**src/rtl/core_sram_bridge.sv**
```systemverilog
// Bridge from the core's fixed-latency inst/data SRAM ports to sram-like req/addr_ok/data_ok buses.
// One independent channel FSM per port; read data is held in a buffer until the next read returns.

module core_sram_bridge_ch #(
  parameter int unsigned ADDR_W = 32,
  parameter int unsigned DATA_W = 32
) (
  input  logic              clk,
  input  logic              rst,
  input  logic              i_en,
  input  logic [3:0]        i_wen,
  input  logic [ADDR_W-1:0] i_addr,
  input  logic [DATA_W-1:0] i_wdata,
  input  logic              i_stall,
  output logic [DATA_W-1:0] o_rdata,
  output logic              o_busy,
  output logic              o_req,
  output logic              o_wr,
  output logic [1:0]        o_size,
  output logic [ADDR_W-1:0] o_addr,
  output logic [DATA_W-1:0] o_wdata,
  input  logic              i_addr_ok,
  input  logic              i_data_ok,
  input  logic [DATA_W-1:0] i_rdata
);

  typedef enum logic [1:0] {
    S_IDLE = 2'd0,
    S_REQ  = 2'd1,
    S_RESP = 2'd2,
    S_DONE = 2'd3
  } state_t;

  state_t r_state;
  state_t w_next;

  logic              w_req;
  logic              w_busy;
  logic              w_issue;
  logic              w_use_latched;
  logic              w_capture;
  logic [1:0]        w_core_size;

  logic              r_wr;
  logic [1:0]        r_size;
  logic [ADDR_W-1:0] r_addr;
  logic [DATA_W-1:0] r_wdata;
  logic [DATA_W-1:0] r_buf;

  // Transfer size from byte enables; reads and unexpected patterns are full words.
  function automatic logic [1:0] f_size(input logic [3:0] wen);
    logic [1:0] v;
    case (wen)
      4'b1111:                            v = 2'd2;
      4'b0011, 4'b1100:                   v = 2'd1;
      4'b0001, 4'b0010, 4'b0100, 4'b1000: v = 2'd0;
      default:                            v = 2'd2;
    endcase
    return v;
  endfunction

  assign w_core_size = f_size(i_wen);

  always_ff @(posedge clk) begin
    if (!rst) r_state <= S_IDLE;
    else      r_state <= w_next;
  end

  always_comb begin
    w_next        = r_state;
    w_req         = 1'b0;
    w_busy        = 1'b0;
    w_issue       = 1'b0;
    w_use_latched = 1'b0;
    w_capture     = 1'b0;
    case (r_state)
      S_IDLE: begin
        if (i_en) begin
          w_req   = 1'b1;
          w_busy  = 1'b1;
          w_issue = 1'b1;
          w_next  = i_addr_ok ? S_RESP : S_REQ;
        end
      end
      S_REQ: begin
        w_req         = 1'b1;
        w_busy        = 1'b1;
        w_use_latched = 1'b1;
        if (i_addr_ok) w_next = S_RESP;
      end
      S_RESP: begin
        w_busy = 1'b1;
        if (i_data_ok) begin
          w_capture = ~r_wr;
          w_next    = S_DONE;
        end
      end
      S_DONE: begin
        // Core en stays high while held; leaving only on pipeline release avoids a reissue.
        if (!i_stall) w_next = S_IDLE;
      end
      default: w_next = S_IDLE;
    endcase
  end

  // Request fields captured at issue so they stay stable while waiting for addr_ok.
  always_ff @(posedge clk) begin
    if (!rst) begin
      r_wr    <= 1'b0;
      r_size  <= 2'd0;
      r_addr  <= '0;
      r_wdata <= '0;
    end else if (w_issue) begin
      r_wr    <= |i_wen;
      r_size  <= w_core_size;
      r_addr  <= i_addr;
      r_wdata <= i_wdata;
    end
  end

  always_ff @(posedge clk) begin
    if (!rst)           r_buf <= '0;
    else if (w_capture) r_buf <= i_rdata;
  end

  // Bus fields are zero unless a request is being presented; reset forces them quiet.
  always_comb begin
    o_req   = 1'b0;
    o_wr    = 1'b0;
    o_size  = 2'd0;
    o_addr  = '0;
    o_wdata = '0;
    if (rst && w_issue) begin
      o_req   = 1'b1;
      o_wr    = |i_wen;
      o_size  = w_core_size;
      o_addr  = i_addr;
      o_wdata = i_wdata;
    end else if (rst && w_use_latched) begin
      o_req   = 1'b1;
      o_wr    = r_wr;
      o_size  = r_size;
      o_addr  = r_addr;
      o_wdata = r_wdata;
    end
  end

  assign o_busy  = rst & w_busy;
  assign o_rdata = r_buf;

endmodule

module core_sram_bridge #(
  parameter int unsigned ADDR_W = 32,
  parameter int unsigned DATA_W = 32
) (
  input  logic              clk,
  input  logic              rst,
  input  logic              inst_sram_en,
  input  logic [3:0]        inst_sram_wen,
  input  logic [ADDR_W-1:0] inst_sram_addr,
  input  logic [DATA_W-1:0] inst_sram_wdata,
  output logic [DATA_W-1:0] inst_sram_rdata,
  input  logic              data_sram_en,
  input  logic [3:0]        data_sram_wen,
  input  logic [ADDR_W-1:0] data_sram_addr,
  input  logic [DATA_W-1:0] data_sram_wdata,
  output logic [DATA_W-1:0] data_sram_rdata,
  input  logic              stall_in,
  output logic              stallreq,
  output logic              inst_req,
  output logic              inst_wr,
  output logic [1:0]        inst_size,
  output logic [ADDR_W-1:0] inst_addr,
  output logic [DATA_W-1:0] inst_wdata,
  input  logic              inst_addr_ok,
  input  logic              inst_data_ok,
  input  logic [DATA_W-1:0] inst_rdata,
  output logic              data_req,
  output logic              data_wr,
  output logic [1:0]        data_size,
  output logic [ADDR_W-1:0] data_addr,
  output logic [DATA_W-1:0] data_wdata,
  input  logic              data_addr_ok,
  input  logic              data_data_ok,
  input  logic [DATA_W-1:0] data_rdata
);

  logic w_inst_busy;
  logic w_data_busy;

  core_sram_bridge_ch #(.ADDR_W(ADDR_W), .DATA_W(DATA_W)) u_inst_ch (
    .clk       (clk),
    .rst       (rst),
    .i_en      (inst_sram_en),
    .i_wen     (inst_sram_wen),
    .i_addr    (inst_sram_addr),
    .i_wdata   (inst_sram_wdata),
    .i_stall   (stall_in),
    .o_rdata   (inst_sram_rdata),
    .o_busy    (w_inst_busy),
    .o_req     (inst_req),
    .o_wr      (inst_wr),
    .o_size    (inst_size),
    .o_addr    (inst_addr),
    .o_wdata   (inst_wdata),
    .i_addr_ok (inst_addr_ok),
    .i_data_ok (inst_data_ok),
    .i_rdata   (inst_rdata)
  );

  core_sram_bridge_ch #(.ADDR_W(ADDR_W), .DATA_W(DATA_W)) u_data_ch (
    .clk       (clk),
    .rst       (rst),
    .i_en      (data_sram_en),
    .i_wen     (data_sram_wen),
    .i_addr    (data_sram_addr),
    .i_wdata   (data_sram_wdata),
    .i_stall   (stall_in),
    .o_rdata   (data_sram_rdata),
    .o_busy    (w_data_busy),
    .o_req     (data_req),
    .o_wr      (data_wr),
    .o_size    (data_size),
    .o_addr    (data_addr),
    .o_wdata   (data_wdata),
    .i_addr_ok (data_addr_ok),
    .i_data_ok (data_data_ok),
    .i_rdata   (data_rdata)
  );

  // A channel parked in DONE does not release the pipeline while the other is still busy.
  assign stallreq = w_inst_busy | w_data_busy;

endmodule

```
**config.mk**
```make
export PLATFORM = sky130hd
export DESIGN_NAME = core_sram_bridge
export DESIGN_NICKNAME = d
export VERILOG_FILES = /design/src/rtl/core_sram_bridge.sv
export SDC_FILE = /design/constraint.sdc
export NUM_CORES = 1
export LEC_CHECK = 0
export BUFFER_PORTS_ARGS = -buffer_cell sky130_fd_sc_hd__buf_2
export CORE_AREA = 2 2 158 160
export DETAILED_ROUTE_END_ITERATION = 16
export DIE_AREA = 0 0 160 162
export PLACE_DENSITY = 0.79
export RECOVER_POWER = 100
export SLEW_MARGIN = 10
export SYNTH_ARGS = -nofsm -noshare
export SYNTH_HDL_FRONTEND = slang
export SYNTH_SLANG_ARGS = --single-unit
```
**constraint.sdc**
```tcl
create_clock -name clk -period 1.6 [get_ports clk]
set_input_delay 0 -clock clk [delete_from_list [all_inputs] [get_ports clk]]
set_output_delay 0 -clock clk [all_outputs]
set_load 0.005 [all_outputs]
```
==> impl_results.md <==
* Outcome: finished, violations left
* Failing checks: setup timing
* Hold_sp: rst
* Drt pass-1 iters at 8
* Final worst slack at -0.483 ns
* Tightest Pin Transition at 0.785 ns
* DRC viols at 0
* P_sw at 7.21 mW
* Max stage delay cell, worst path: dfxtp_4
* Share of layout cells above drive strength 1 at 36.7%
* RR Startpoint: u_data_ch.r_state[0]$_SDFFE_PN0P_
* # rows at 57
* I/O pin total at 410
* Area leader, netlist: dfxtp_1
* Drt via density at 5.41
* Initial DRC Count at 1,129
* Crit path buffers/inverters at 5
* GP Congestion at 0.904
* Rel. slew slack at 47.5%
* Clock transition at path regs at 0.06 ns
* Synth Instances at 1,229
* Power per Cell Area at 1220 nW/µm²
* Width of the die at 160 µm
* Die area at 25,900 µm²
* Hold slack final at 0.0510 ns
* Int Power at 13.1 mW
* GRT Resource Usage Total at 28.3%
* Setup_tns at -46.41 ns
* WL final at 42,400 µm
* Crit path largest cell delay at 0.38 ns
* Largest fanout on the critical path at 5
* Clock Sink Count at 202
* Clk pwr share at 25.3%
* Tcrit/Tclk final at 130%
* Commonest non-fill, non-tap cell in the layout: nand2_1
* Worst Clk Skew at 0.0194 ns
* Post-Layout Cell Count at 2,217
* Max_cap viols at 0
* RSZ-0062 raised after global routing: yes
* Sequential power share at 32.0%
* #FFs+latches synth at 202
* Worst Setup End Kind: primary output
* Syn_nets at 1,450
* LEAKAGE at 7.39 nW
* Insertion delay to the later sink of the worst-skew pair at 0.51 ns
* CTS tree: yes
* Layout net count at 2,095
* Final HPWL DP at 20,100 µm
* Register area at 4050 µm²
* Hold/Removal Path Class: input port to flip-flop
* Placed Area at 12,100 µm²
* Global route overflow at 0
* Startpoint types: flip-flop
* Synth top area share at 42.1%
* Max clock buf depth at 3
* Combinational power share at 42.7%
* CP delay by family, top: buffers and inverters
* Setup crit start: u_inst_ch.r_state[0]$_SDFFE_PN0P_
* Maximum vdd drop at 0.895 mV
* H-tree depth at 1
* Via count at 12,004
* Core area at 24,100 µm²
* Critical Path AT at 2.08 ns
* Multi-input gate area at 5860 µm²
* Netlist Area Pre-Place at 9600 µm²
* CTS Buf Count at 23
* Max Slew Vio Count at 0
* YS warnings at 0
* Tmin final at 2.08 ns
* Area Growth Syn to Fin at 73.2%
* Crit-path cells: inv_4, ha_4, a21boi_4, buf_6, buf_16, buf_12, nand2_4, a21boi_2, buf_2
* Top cells by area, synth: dfxtp_1 (42%), nand2_1 (21%), a21boi_1 (21%)
* Synth unique cells at 34
* First-pass GRT wire length at 60,300 µm
* WL/cell at 19.1 µm
* Most frequent cells in the layout: nand2_1 (434), buf_2 (364), a21boi_1 (218)
* Final setup violation count at 137
* Vias in the first global route at 11,847
* Switching part of the total at 35.5%
* Final instance area at 16,600 µm²
* Largest net degree at the start of global routing at 70
* Final hold violation count at 0
* Syn Area/Cell at 7.81 µm²
* Final core occ at 69.0%
* Die Ht at 162 µm
* Initial antenna violation count at 2
* Fmax at 480 MHz
* Post-synthesis sequential area ratio at 42.1%
* Placed cell count at 1,911
* Post-route ant nets at 0
* Critical path type: flip-flop to primary output
* CTS root buf: clkbuf_16
* # fillers at 1,587
* Initial Util at 39.8%
* Worst path required time at 1.60 ns
* IO Port Bufs at 409
[cells in the mapped netlist]
| cell | instances |
|---|---|
| nand2_1 | 532 |
| a21boi_1 | 263 |
| dfxtp_1 | 202 |
| a21boi_0 | 57 |
| clkbuf_1 | 34 |
| buf_2 | 32 |
| buf_4 | 20 |
| ha_1 | 12 |
| buf_6 | 10 |
| inv_1 | 6 |
| a21oi_1 | 4 |
| mux2i_1 | 4 |
| nand2b_1 | 4 |
| nand3_1 | 4 |
| nor2_1 | 4 |
| o211ai_1 | 4 |
| o21a_1 | 4 |
| and2_1 | 3 |
| a21boi_2 | 2 |
| a31oi_1 | 2 |
| and3_1 | 2 |
| and3b_1 | 2 |
| mux2_2 | 2 |
| nand3b_1 | 2 |
| nand4_1 | 2 |
| nor4_1 | 2 |
| nor4bb_1 | 2 |
| o2111ai_1 | 2 |
| o211a_1 | 2 |
| o21ai_0 | 2 |
| o21ai_1 | 2 |
| o22a_1 | 2 |
| clkbuf_2 | 1 |
| o22ai_1 | 1 |
[routing by layer]
metal | track usage (%) | vias to the layer above | wire (µm)
li1 | - | 5333 | -
met1 | 30.6 | 5563 | 14700
met2 | 50.4 | 829 | 20900
met3 | 6.66 | 279 | 3650
met4 | 17.2 | 0 | 3110
met5 | 0 | - | 0
[tightest hold or removal path, stage by stage]
cell,delay (ns)
buf_6,0.17
buf_12,0.21
o211a_1,0.13
[power groups by stage]
stage / Sequential [mW] / Combinational [mW] / Clock [mW]
after floorplan: 6.34 / 3.31 / 0
after global placement: 6.33 / 5.26 / 0
after detailed placement: 6.37 / 5.36 / 0
after CTS: 6.37 / 7.58 / 5.19
after global routing: 6.55 / 9.18 / 5.42
final: 6.49 / 8.67 / 5.15
[worst paths after layout]
| check | to | slack [ns] | cells past startpoint |
|---|---|---|---|
| worst max-delay path | inst_wdata[17] | -0.48 | 9 |
| worst min-delay path | u_data_ch.r_wr$_SDFFE_PN0N_ | 0.05 | 3 |
| worst max register to register | u_data_ch.o_rdata[20]$_SDFFE_PN0P_ | 0.05 | 7 |
| worst min register to register | u_inst_ch.o_rdata[17]$_SDFFE_PN0P_ | 0.45 | 2 |
[repair_timing]
item,CTS,global route
buffers inserted,25,13
endpoints found under the setup margin,137,164
cloned,13,9
gates resized for setup,172,149
pin swaps,124,56
hold buffers,211,0
hold endpoints to repair,202,0
[layout make-up]
type / count / area share (%)
Sequential cell: 202 / 24.4
Multi-Input combinational cell: 924 / 35.2
Antenna cell: 3 / 0.0451
Tap cell: 324 / 2.44
Clock inverter: 5 / 0.324
Timing Repair Buffer: 717 / 33.4
Inverter: 6 / 0.196
Clock buffer: 36 / 4.00
[cells by family (layout without fill, tap and decap cells)]
family,after synthesis,in the layout,share of synthesized area (%)
flip-flops,202,202,42.1
multiplexers,6,6,0.652
AND/OR/NAND/NOR,559,559,22.6
buffers and inverters,103,764,6.02
AO/OA/AOI/OAI,347,347,27.1
adder cells (fa/ha/maj),12,12,1.56
other,0,3,0
[flip-flops by register name (all words and copies together), names as in the netlist]
| name | cells |
|---|---|
| u_inst_ch.r_state | 2 |
| u_data_ch.r_addr | 32 |
| u_inst_ch.r_addr | 32 |
| u_data_ch.r_wdata | 32 |
| u_inst_ch.r_size | 2 |
| u_data_ch.r_wr | 1 |
| u_inst_ch.r_wr | 1 |
| u_inst_ch.r_wdata | 32 |
| u_data_ch.o_rdata | 32 |
| u_data_ch.r_size | 2 |
| u_inst_ch.o_rdata | 32 |
| u_data_ch.r_state | 2 |
[per-stage QoR]
step / worst slack [ns] / power [mW]
after detailed placement: 0.00276 / 11.7
after global routing: -0.533 / 21.2
after CTS: -0.421 / 19.1
after floorplan: 0.135 / 9.65
after global placement: 0.0377 / 11.6
final: -0.483 / 20.3
Power figures use the tool's default switching activity.
